[config.mk]
export PLATFORM = sky130hd
export DESIGN_NAME = jt51_wrseq
export DESIGN_NICKNAME = d
export VERILOG_FILES = /design/src/rtl/jt51_wrseq.sv
export SDC_FILE = /design/constraint.sdc
export NUM_CORES = 1
export LEC_CHECK = 0
export CAP_MARGIN = 15
export CORE_AREA = 2 2 161 163
export DETAILED_ROUTE_END_ITERATION = 8
export DIE_AREA = 0 0 163 165
export PLACE_DENSITY = 0.66
export SKIP_CTS_REPAIR_TIMING = 1
export SLEW_MARGIN = 20
export SYNTH_ARGS = -nofsm -noshare
export SYNTH_HDL_FRONTEND = slang
export SYNTH_SLANG_ARGS = --single-unit
[constraint.sdc]
create_clock -name clk -period 8.9 [get_ports clk]
set_clock_uncertainty 0.15 [all_clocks]
set_input_delay 1.335 -clock clk [delete_from_list [all_inputs] [get_ports clk]]
set_output_delay 1.335 -clock clk [all_outputs]
set_load 0.01 [all_outputs]
[src/rtl/jt51_wrseq.sv]
// jt51_wrseq - host write sequencer for the JT51 register block.
//
// CPU register writes (address/data pairs) are queued in a small circular
// FIFO and replayed one at a time as the two-phase bus transaction the JT51
// register block expects:
//   address write (a0=0), one idle cycle, data write (a0=1),
//   then wait for the register block's busy flag to rise and fall.
// The CPU can therefore push writes back to back without polling busy.
//
// Parameters
//   DEPTH     : FIFO entries, power of two, 2..256
//   SKIP_ADDR : 1 = omit the address phase when the address repeats
//
// Ports
//   clk, rst_n        : clock (shared with the JT51 core), async active-low reset
//   wr_req            : host push strobe, one entry per cycle
//   wr_addr, wr_data  : register address / data to push
//   full, empty       : FIFO status (registered)
//   level             : number of stored entries
//   ovf, ovf_clr      : sticky overflow flag (dropped push) and its clear
//   idle              : FIFO empty and sequencer idle
//   jt_write, jt_a0,
//   jt_din            : drive write / a0 / din of the register block
//   jt_busy           : busy flag from the register block
module jt51_wrseq #(
  parameter int DEPTH     = 16,
  parameter bit SKIP_ADDR = 1'b1
) (
  input  logic                     clk,
  input  logic                     rst_n,
  input  logic                     wr_req,
  input  logic [7:0]               wr_addr,
  input  logic [7:0]               wr_data,
  output logic                     full,
  output logic                     empty,
  output logic [$clog2(DEPTH):0]   level,
  output logic                     ovf,
  input  logic                     ovf_clr,
  output logic                     idle,
  output logic                     jt_write,
  output logic                     jt_a0,
  output logic [7:0]               jt_din,
  input  logic                     jt_busy
);

  localparam int AW = $clog2(DEPTH);
  localparam int LW = AW + 1;

  typedef enum logic [2:0] {
    S_IDLE,
    S_ADDR,
    S_GAP,
    S_DATA,
    S_BSYH,
    S_BSYL
  } state_t;

  logic [15:0]   r_mem [DEPTH];
  logic [AW-1:0] r_wptr;
  logic [AW-1:0] r_rptr;
  logic [LW-1:0] r_level;
  logic [LW-1:0] w_level_nxt;
  logic          r_full;
  logic          r_empty;
  logic          r_ovf;
  logic          r_idle;
  logic          w_push;
  logic          w_pop;
  logic          w_skip;

  state_t        r_state;
  state_t        w_state_nxt;
  logic [7:0]    r_hold_addr;
  logic [7:0]    r_hold_data;
  logic [7:0]    r_last_addr;
  logic          r_last_vld;
  logic          r_bsy_cnt;

  logic          r_write;
  logic          r_a0;
  logic [7:0]    r_din;

  assign full     = r_full;
  assign empty    = r_empty;
  assign level    = r_level;
  assign ovf      = r_ovf;
  assign idle     = r_idle;
  assign jt_write = r_write;
  assign jt_a0    = r_a0;
  assign jt_din   = r_din;

  // Push is gated by the registered full flag, so a pop in the same cycle
  // never makes room for a push into a full FIFO.
  assign w_push      = wr_req && !r_full;
  assign w_level_nxt = r_level + LW'(w_push) - LW'(w_pop);

  // The head entry may skip its address phase when it repeats the address
  // the register block already latched.
  assign w_skip = SKIP_ADDR && r_last_vld && (r_mem[r_rptr][15:8] == r_last_addr);

  // FIFO storage has no reset: contents are only meaningful below r_level.
  always_ff @(posedge clk) begin
    if (w_push) begin
      r_mem[r_wptr] <= {wr_addr, wr_data};
    end
  end

  // Pointers, occupancy and status flags.  full/empty/idle are computed from
  // the next-state values so they are valid registered outputs.
  always_ff @(posedge clk or negedge rst_n) begin
    if (!rst_n) begin
      r_wptr  <= '0;
      r_rptr  <= '0;
      r_level <= '0;
      r_full  <= 1'b0;
      r_empty <= 1'b1;
      r_ovf   <= 1'b0;
      r_idle  <= 1'b1;
    end else begin
      if (w_push) begin
        r_wptr <= r_wptr + 1'b1;
      end
      if (w_pop) begin
        r_rptr <= r_rptr + 1'b1;
      end
      r_level <= w_level_nxt;
      r_full  <= (w_level_nxt == LW'(DEPTH));
      r_empty <= (w_level_nxt == '0);
      r_idle  <= (w_state_nxt == S_IDLE) && (w_level_nxt == '0);
      // A dropped push beats a simultaneous clear.
      if (wr_req && r_full) begin
        r_ovf <= 1'b1;
      end else if (ovf_clr) begin
        r_ovf <= 1'b0;
      end
    end
  end

  // Sequencer state register.
  always_ff @(posedge clk or negedge rst_n) begin
    if (!rst_n) begin
      r_state <= S_IDLE;
    end else begin
      r_state <= w_state_nxt;
    end
  end

  // Next-state logic.  BSYH gives the register block two cycles to raise
  // busy; if it never does, move on rather than stall forever.
  always_comb begin
    w_state_nxt = r_state;
    w_pop       = 1'b0;
    case (r_state)
      S_IDLE: begin
        if (!r_empty) begin
          w_pop       = 1'b1;
          w_state_nxt = w_skip ? S_DATA : S_ADDR;
        end
      end
      S_ADDR: w_state_nxt = S_GAP;
      S_GAP:  w_state_nxt = S_DATA;
      S_DATA: w_state_nxt = S_BSYH;
      S_BSYH: begin
        if (jt_busy || r_bsy_cnt) begin
          w_state_nxt = S_BSYL;
        end
      end
      S_BSYL: begin
        if (!jt_busy) begin
          w_state_nxt = S_IDLE;
        end
      end
      default: w_state_nxt = S_IDLE;
    endcase
  end

  // Holding registers, last-address tracking and the BSYH timeout counter.
  always_ff @(posedge clk or negedge rst_n) begin
    if (!rst_n) begin
      r_hold_addr <= 8'h00;
      r_hold_data <= 8'h00;
      r_last_addr <= 8'h00;
      r_last_vld  <= 1'b0;
      r_bsy_cnt   <= 1'b0;
    end else begin
      if (w_pop) begin
        r_hold_addr <= r_mem[r_rptr][15:8];
        r_hold_data <= r_mem[r_rptr][7:0];
      end
      if (r_state == S_DATA) begin
        r_last_addr <= r_hold_addr;
        r_last_vld  <= 1'b1;
      end
      r_bsy_cnt <= (r_state == S_BSYH);
    end
  end

  // Bus outputs are registered from the current state, so the pins follow
  // the state by one cycle.  a0/din hold their value while write is low.
  always_ff @(posedge clk or negedge rst_n) begin
    if (!rst_n) begin
      r_write <= 1'b0;
      r_a0    <= 1'b0;
      r_din   <= 8'h00;
    end else begin
      r_write <= (r_state == S_ADDR) || (r_state == S_DATA);
      if (r_state == S_ADDR) begin
        r_a0  <= 1'b0;
        r_din <= r_hold_addr;
      end else if (r_state == S_DATA) begin
        r_a0  <= 1'b1;
        r_din <= r_hold_data;
      end
    end
  end

endmodule

==> results.toml, run 1 <==
[detailed_routing]
num_vias = 5950
wl_met2_um = 12800
drt_iter0_drc = 575
postRouteAntennaNets = 0
wl_met3_um = 1030
vias_per_cell = 5.62
drc_errors = 0
drt-total-wl_um = 24600
routed.top_layer = "met4"
wl_per_cell_um = 23.2
drt-pass1-iter-count = 4
wl_met1_um = 10100

[timing]
maxSlewHeadroom = 0.286
slew_violations = 0
finalSetupViolCount = 0
fin_crit_ns = 4.21
tightest_slew_ns = 1.07
max_freq_ghz = 0.238
hold_violations = 0
post-route-period-util = 0.473
final.setup.tns_ns = 0
rsz0062_at_grt = "no"

[job]
maxCapViolCount = 0

[pwr]
p_per_area_nw_per_um2 = 331
leakage_nw = 4.89
peakVddDrop_mv = 0.178

[hold_path]
hold_class = "flip-flop to flip-flop"
holdPathStages = 1

[logic_synthesis]
yosys.area_share.simple = 0.0410
synth_fp_nets = 688
synth_cells = 656
syn_area_um2 = 12400
synth_xor_area_frac = 0.0141
muxShareOfSynthArea = 0.164
synthAdderAreaFrac = 0.0117
ys_ff_latch = 312
synth_compound_area_frac = 0.0175
synthDistinctLibCells = 40
ys_seq_area_frac = 0.732
synth_top_family_by_area = "multiplexers"
ys_warn_count = 0
syn_area_per_cell_um2 = 18.9

[outcome]
run_status = "finished, final reports clean"

[floorplan]
die_h_um = 165
io_pins = 40
core_area_um2 = 25000
initial_core_util = 0.496
placementRows = 58
dieArea_um2 = 26900
fp.dieW_um = 163

[setup_path]
start_kind = "flip-flop"
critPathCaptureType = "flip-flop"
path_depth = 11
path_max_fanout = 23
required_ns = 9.20
worstRegToRegCells = 11
path_cells = "nor2_1, nand2_1, inv_1, ha_1, inv_1, ha_1, inv_1, fa_1, xnor2_1, or4_1, nor4_1"
critPathKind = "flip-flop to flip-flop"
cpPeakStageDelay_ns = 0.73
crit_family = "simple AND/OR/NAND/NOR gates"
crit_path_frequent_cell = "inv_1"
cp.arrival_ns = 4.50
crit_path_top_delay_cell = "dfrtp_1"
critPathBufInv = 3

[clocking]
cts_made_buffers = 31
ctsRootBufferMaster = "clkbuf_16"
cts_tree = "yes"
clkTransAtPathRegs_ns = 0.06
clock_path_buffers = 3
htree_levels = 1
cts_sinks = 312
clkLatencyLatePin_ns = 0.55

[global_routing]
first_global_vias = 6167
antenna_found_initial = 0
grt_max_degree = 66
grt_pass1_wl_um = 38000
overflow = 0
grtUsageTotal = 0.193

[final_layout]
syn_to_final_growth_pct = 13.7
drive_gt1_frac = 0.196
nNetsFinal = 740
fillers = 1864
register_area_um2 = 9100
finalNonFillerCells = 1058
mostFrequentLayoutCells = "edfxtp_1, nand2_1, mux4_2"
antennaDiodeCount = 0
multi_input_comb_area_um2 = 3130
final_common_cell = "edfxtp_1"

[place]
gp_congestion = 0.789
port_buffers = 39
placedCellCount = 1005
dp_hpwl_um = 15700
==> layer usage <==
layer	GRT usage	up-vias
met4	0.0599	0
met1	0.252	3102
met3	0.0244	44
met2	0.341	154
li1	-	2650
met5	0	-
==> path summary, 6_finish.rpt <==
check	start	endpoint	slack [ns]
max in group asynchronous	rst_n	r_rptr[0]	7.32
hold reg to reg	r_last_vld	r_last_vld	0.32
setup reg to reg	r_state[1]	idle	4.69
hold / removal	r_last_vld	r_last_vld	0.32
setup / recovery	r_state[1]	idle	4.69
min in group asynchronous	rst_n	ovf	0.77
==> stage by stage <==
stage	cell area (µm²)	hold slack, ns	utilization	worst slack, ns	power [mW]
after floorplan	12400	0.284	-	5.06	3.02
after global routing	14100	0.335	0.564	4.31	4.91
after detailed placement	13200	0.305	0.526	4.18	3.49
after global placement	13200	0.303	0.526	4.22	3.45
after CTS	14100	0.321	0.564	4.70	4.72
final	14100	0.325	0.564	4.69	4.67
==> layout make-up <==
type                    count  area share
flip-flops and latches    312       0.644
multi-input cells         295       0.222
clock buffers              36      0.0563
repair buffers             50      0.0331
well taps                 330      0.0292
clock inverters            17      0.0107
inverters                  18     0.00478
==> kinds of logic after synthesis <==
family,after synthesis
AOI/OAI and AO/OA,36
xor gates and xnor gates,20
adders and majority gates,11
buffers and inverters,49
DFF,312
muxes,108
and+or+nand+nor,120
==> cell usage after synthesis, drive strengths merged <==
cell type,instances,area [µm²]
fa,1,20.0
nand4,3,18.8
dfrtp,54,1350
mux2,11,124
o22ai,1,6.26
or3,1,6.26
nand2,66,248
nor4,1,6.26
nand3,1,5.00
nor2b,8,50.1
a211o,1,8.76
a21o,3,22.5
nor2,28,105
xnor2,12,105
edfxtp,256,7690
nor3,5,25.0
a21oi,4,20.0
o32ai,1,16.3
o21ai,22,110
mux2i,25,250
a211oi,3,27.5
clkbuf,14,56.3
or4,1,7.51
buf,17,123
xor2,8,70.1
dfstp,2,52.6
inv,18,67.6
mux4,72,1660
and2,1,6.26
a31oi,1,6.26
nand2b,5,31.3
ha,10,125
==> report_power, final <==
part | internal [mW] | leakage, nW | total (mW) | switching, mW
combinational | 0.670 | 1.44 | 1.44 | 0.771
sequential | 1.82 | 3.00 | 2.00 | 0.179
clock | 0.715 | 0.460 | 1.23 | 0.513
total | 3.21 | 4.89 | 4.67 | 1.46
==> flip-flops by register name, summed over array words and instances, names as in the netlist, 3 cells and up <==
signal       count
r_mem          256
jt_din           8
level            5
r_wptr           4
r_last_addr      8
r_hold_data      8
r_hold_addr      8
r_state          3
r_rptr           4
Power figures use the tool's default switching activity.
==> run 2, diff against run 1 <==
PLACE_DENSITY = 0.69   (was 0.66)
clock period = 3.5 ns   (was 8.9 ns; I/O delays follow)
==> run 2 against run 1 <==
Net effect: setup slack lost 4.2 ns; sequential power grew to 2.6 times the previous value; sequential share of layout area shrank 1.5 points; die area is the same; via count grew 2.7%; clock-buffer cell count grew 7; core utilization grew 1.3 points; global-route usage grew 0.67 points; critical path depth is the same; final area grew 2.4%; critical endpoint unchanged.
==> results.toml, run 2 (same netlist as run 1, synthesis figures left out) <==
[outcome]
run_status = "finished, final reports clean"

[setup_path]
start_kind = "flip-flop"
worstRegToRegCells = 11
critPathKind = "flip-flop to flip-flop"
path_cells = "nor2_1, nand2_1, inv_1, ha_1, inv_1, ha_1, inv_1, fa_1, xnor2_1, or4_1, nor4_1"
path_depth = 11
critPathCaptureType = "flip-flop"
crit_end = "idle"
critPathBufInv = 3
r2r-start = "r_state[0]"
cp.arrival_ns = 3.29
crit_path_frequent_cell = "inv_1"
worstReg2RegEnd = "idle"
path_max_fanout = 6
required_ns = 3.79
worstSetupStartpoint = "r_state[0]"
r2r_setup_slack_ns = 0.50
crit_family = "simple AND/OR/NAND/NOR gates"
crit_path_top_delay_cell = "or4_1"
cpPeakStageDelay_ns = 0.52

[detailed_routing]
drc_errors = 0
wl_per_cell_um = 23.7
drt-total-wl_um = 25800
num_vias = 6111
drt-pass1-iter-count = 5
postRouteAntennaNets = 0
vias_per_cell = 5.61
drt_iter0_drc = 688

[clocking]
cts_sinks = 312
clkLatencyLatePin_ns = 0.54
ctsRootBufferMaster = "clkbuf_16"
cts_made_buffers = 31
clkTransAtPathRegs_ns = 0.06
htree_levels = 1
cts_tree = "yes"
clock_path_buffers = 3

[timing]
fin_crit_ns = 3.00
final.setup.tns_ns = 0
rsz0062_at_grt = "no"
hold_violations = 0
post-route-period-util = 0.857
max_freq_ghz = 0.333
maxSlewHeadroom = 0.582
fin_ws_ns = 0.501
slew_violations = 0
tightest_slew_ns = 0.627
finalSetupViolCount = 0

[global_routing]
grtUsageTotal = 0.199
overflow = 0
first_global_vias = 6562
grt_pass1_wl_um = 39400
antenna_found_initial = 0
grt_max_degree = 37

[pwr]
leakage_nw = 5.10
peakVddDrop_mv = 0.424
p_per_area_nw_per_um2 = 839

[final_layout]
drive_gt1_frac = 0.227
antennaDiodeCount = 0
largest_register_ffs = 256
syn_to_final_growth_pct = 16.4
largest_register = "r_mem"
fillers = 1839
nNetsFinal = 767
final_common_cell = "edfxtp_1"
mostFrequentLayoutCells = "edfxtp_1, nand2_1, mux4_2"

[hold_path]
hold_class = "flip-flop to flip-flop"

[floorplan]
io_pins = 40
dieArea_um2 = 26900
placementRows = 58
die_h_um = 165
core_area_um2 = 25000
fp.dieW_um = 163
initial_core_util = 0.496

[place]
place_ws_ns = 0.0491
gp_congestion = 0.787
port_buffers = 39
dp_hpwl_um = 15700

[job]
maxCapViolCount = 0
==> run 2: worst min-delay path by stage <==
stage                endpoint            from  depth (start not counted)  slack, ns
3_5_place_dp       r_last_vld      r_last_vld                          1       0.30
3_3_place_gp       r_last_vld      r_last_vld                          1       0.30
6_report           r_last_vld      r_last_vld                          1       0.32
4_1_cts              level[2]           rst_n                          1      -0.18
5_1_grt        r_hold_data[4]  r_hold_data[4]                          2       0.35
2_1_floorplan            full           rst_n                          0       0.08
==> run 2: per-layer routing <==
| layer | part of all wire | GRT usage |
|---|---|---|
| met3 | 0.063 | 0.0334 |
| met1 | 0.41 | 0.268 |
| met2 | 0.51 | 0.345 |
| met4 | 0.017 | 0.0463 |
| met5 | 0 | 0 |
==> run 2: stage by stage <==
step                      utilization  cells  hold WS, ns  power (mW)  instance area [µm²]
after floorplan                     -    656       0.0794        7.69                12400
final                           0.577   1089        0.321        12.1                14500
after global placement          0.535   1031        0.302        8.79                13400
after detailed placement        0.535   1031        0.302        8.91                13400
after CTS                       0.577   1088       -0.183        12.2                14400
after global routing            0.577   1089        0.353        12.8                14500
==> run 2: final cells by class <==
cell class | instances | area, µm² | share of cell area
sequential | 312 | 9100 | 0.629
multi-input combinational | 295 | 3100 | 0.215
clock buffer | 43 | 890 | 0.0615
timing repair buffer | 77 | 736 | 0.0509
tap | 330 | 413 | 0.0286
clock inverter | 14 | 151 | 0.0105
inverter | 18 | 67.6 | 0.00467
==> run 2: power breakdown <==
part | switching, mW | total [mW] | internal, mW
Sequential | 0.491 | 5.12 | 4.63
Combinational | 1.89 | 3.70 | 1.81
Clock | 1.33 | 3.32 | 1.99
Total | 3.71 | 12.1 | 8.42
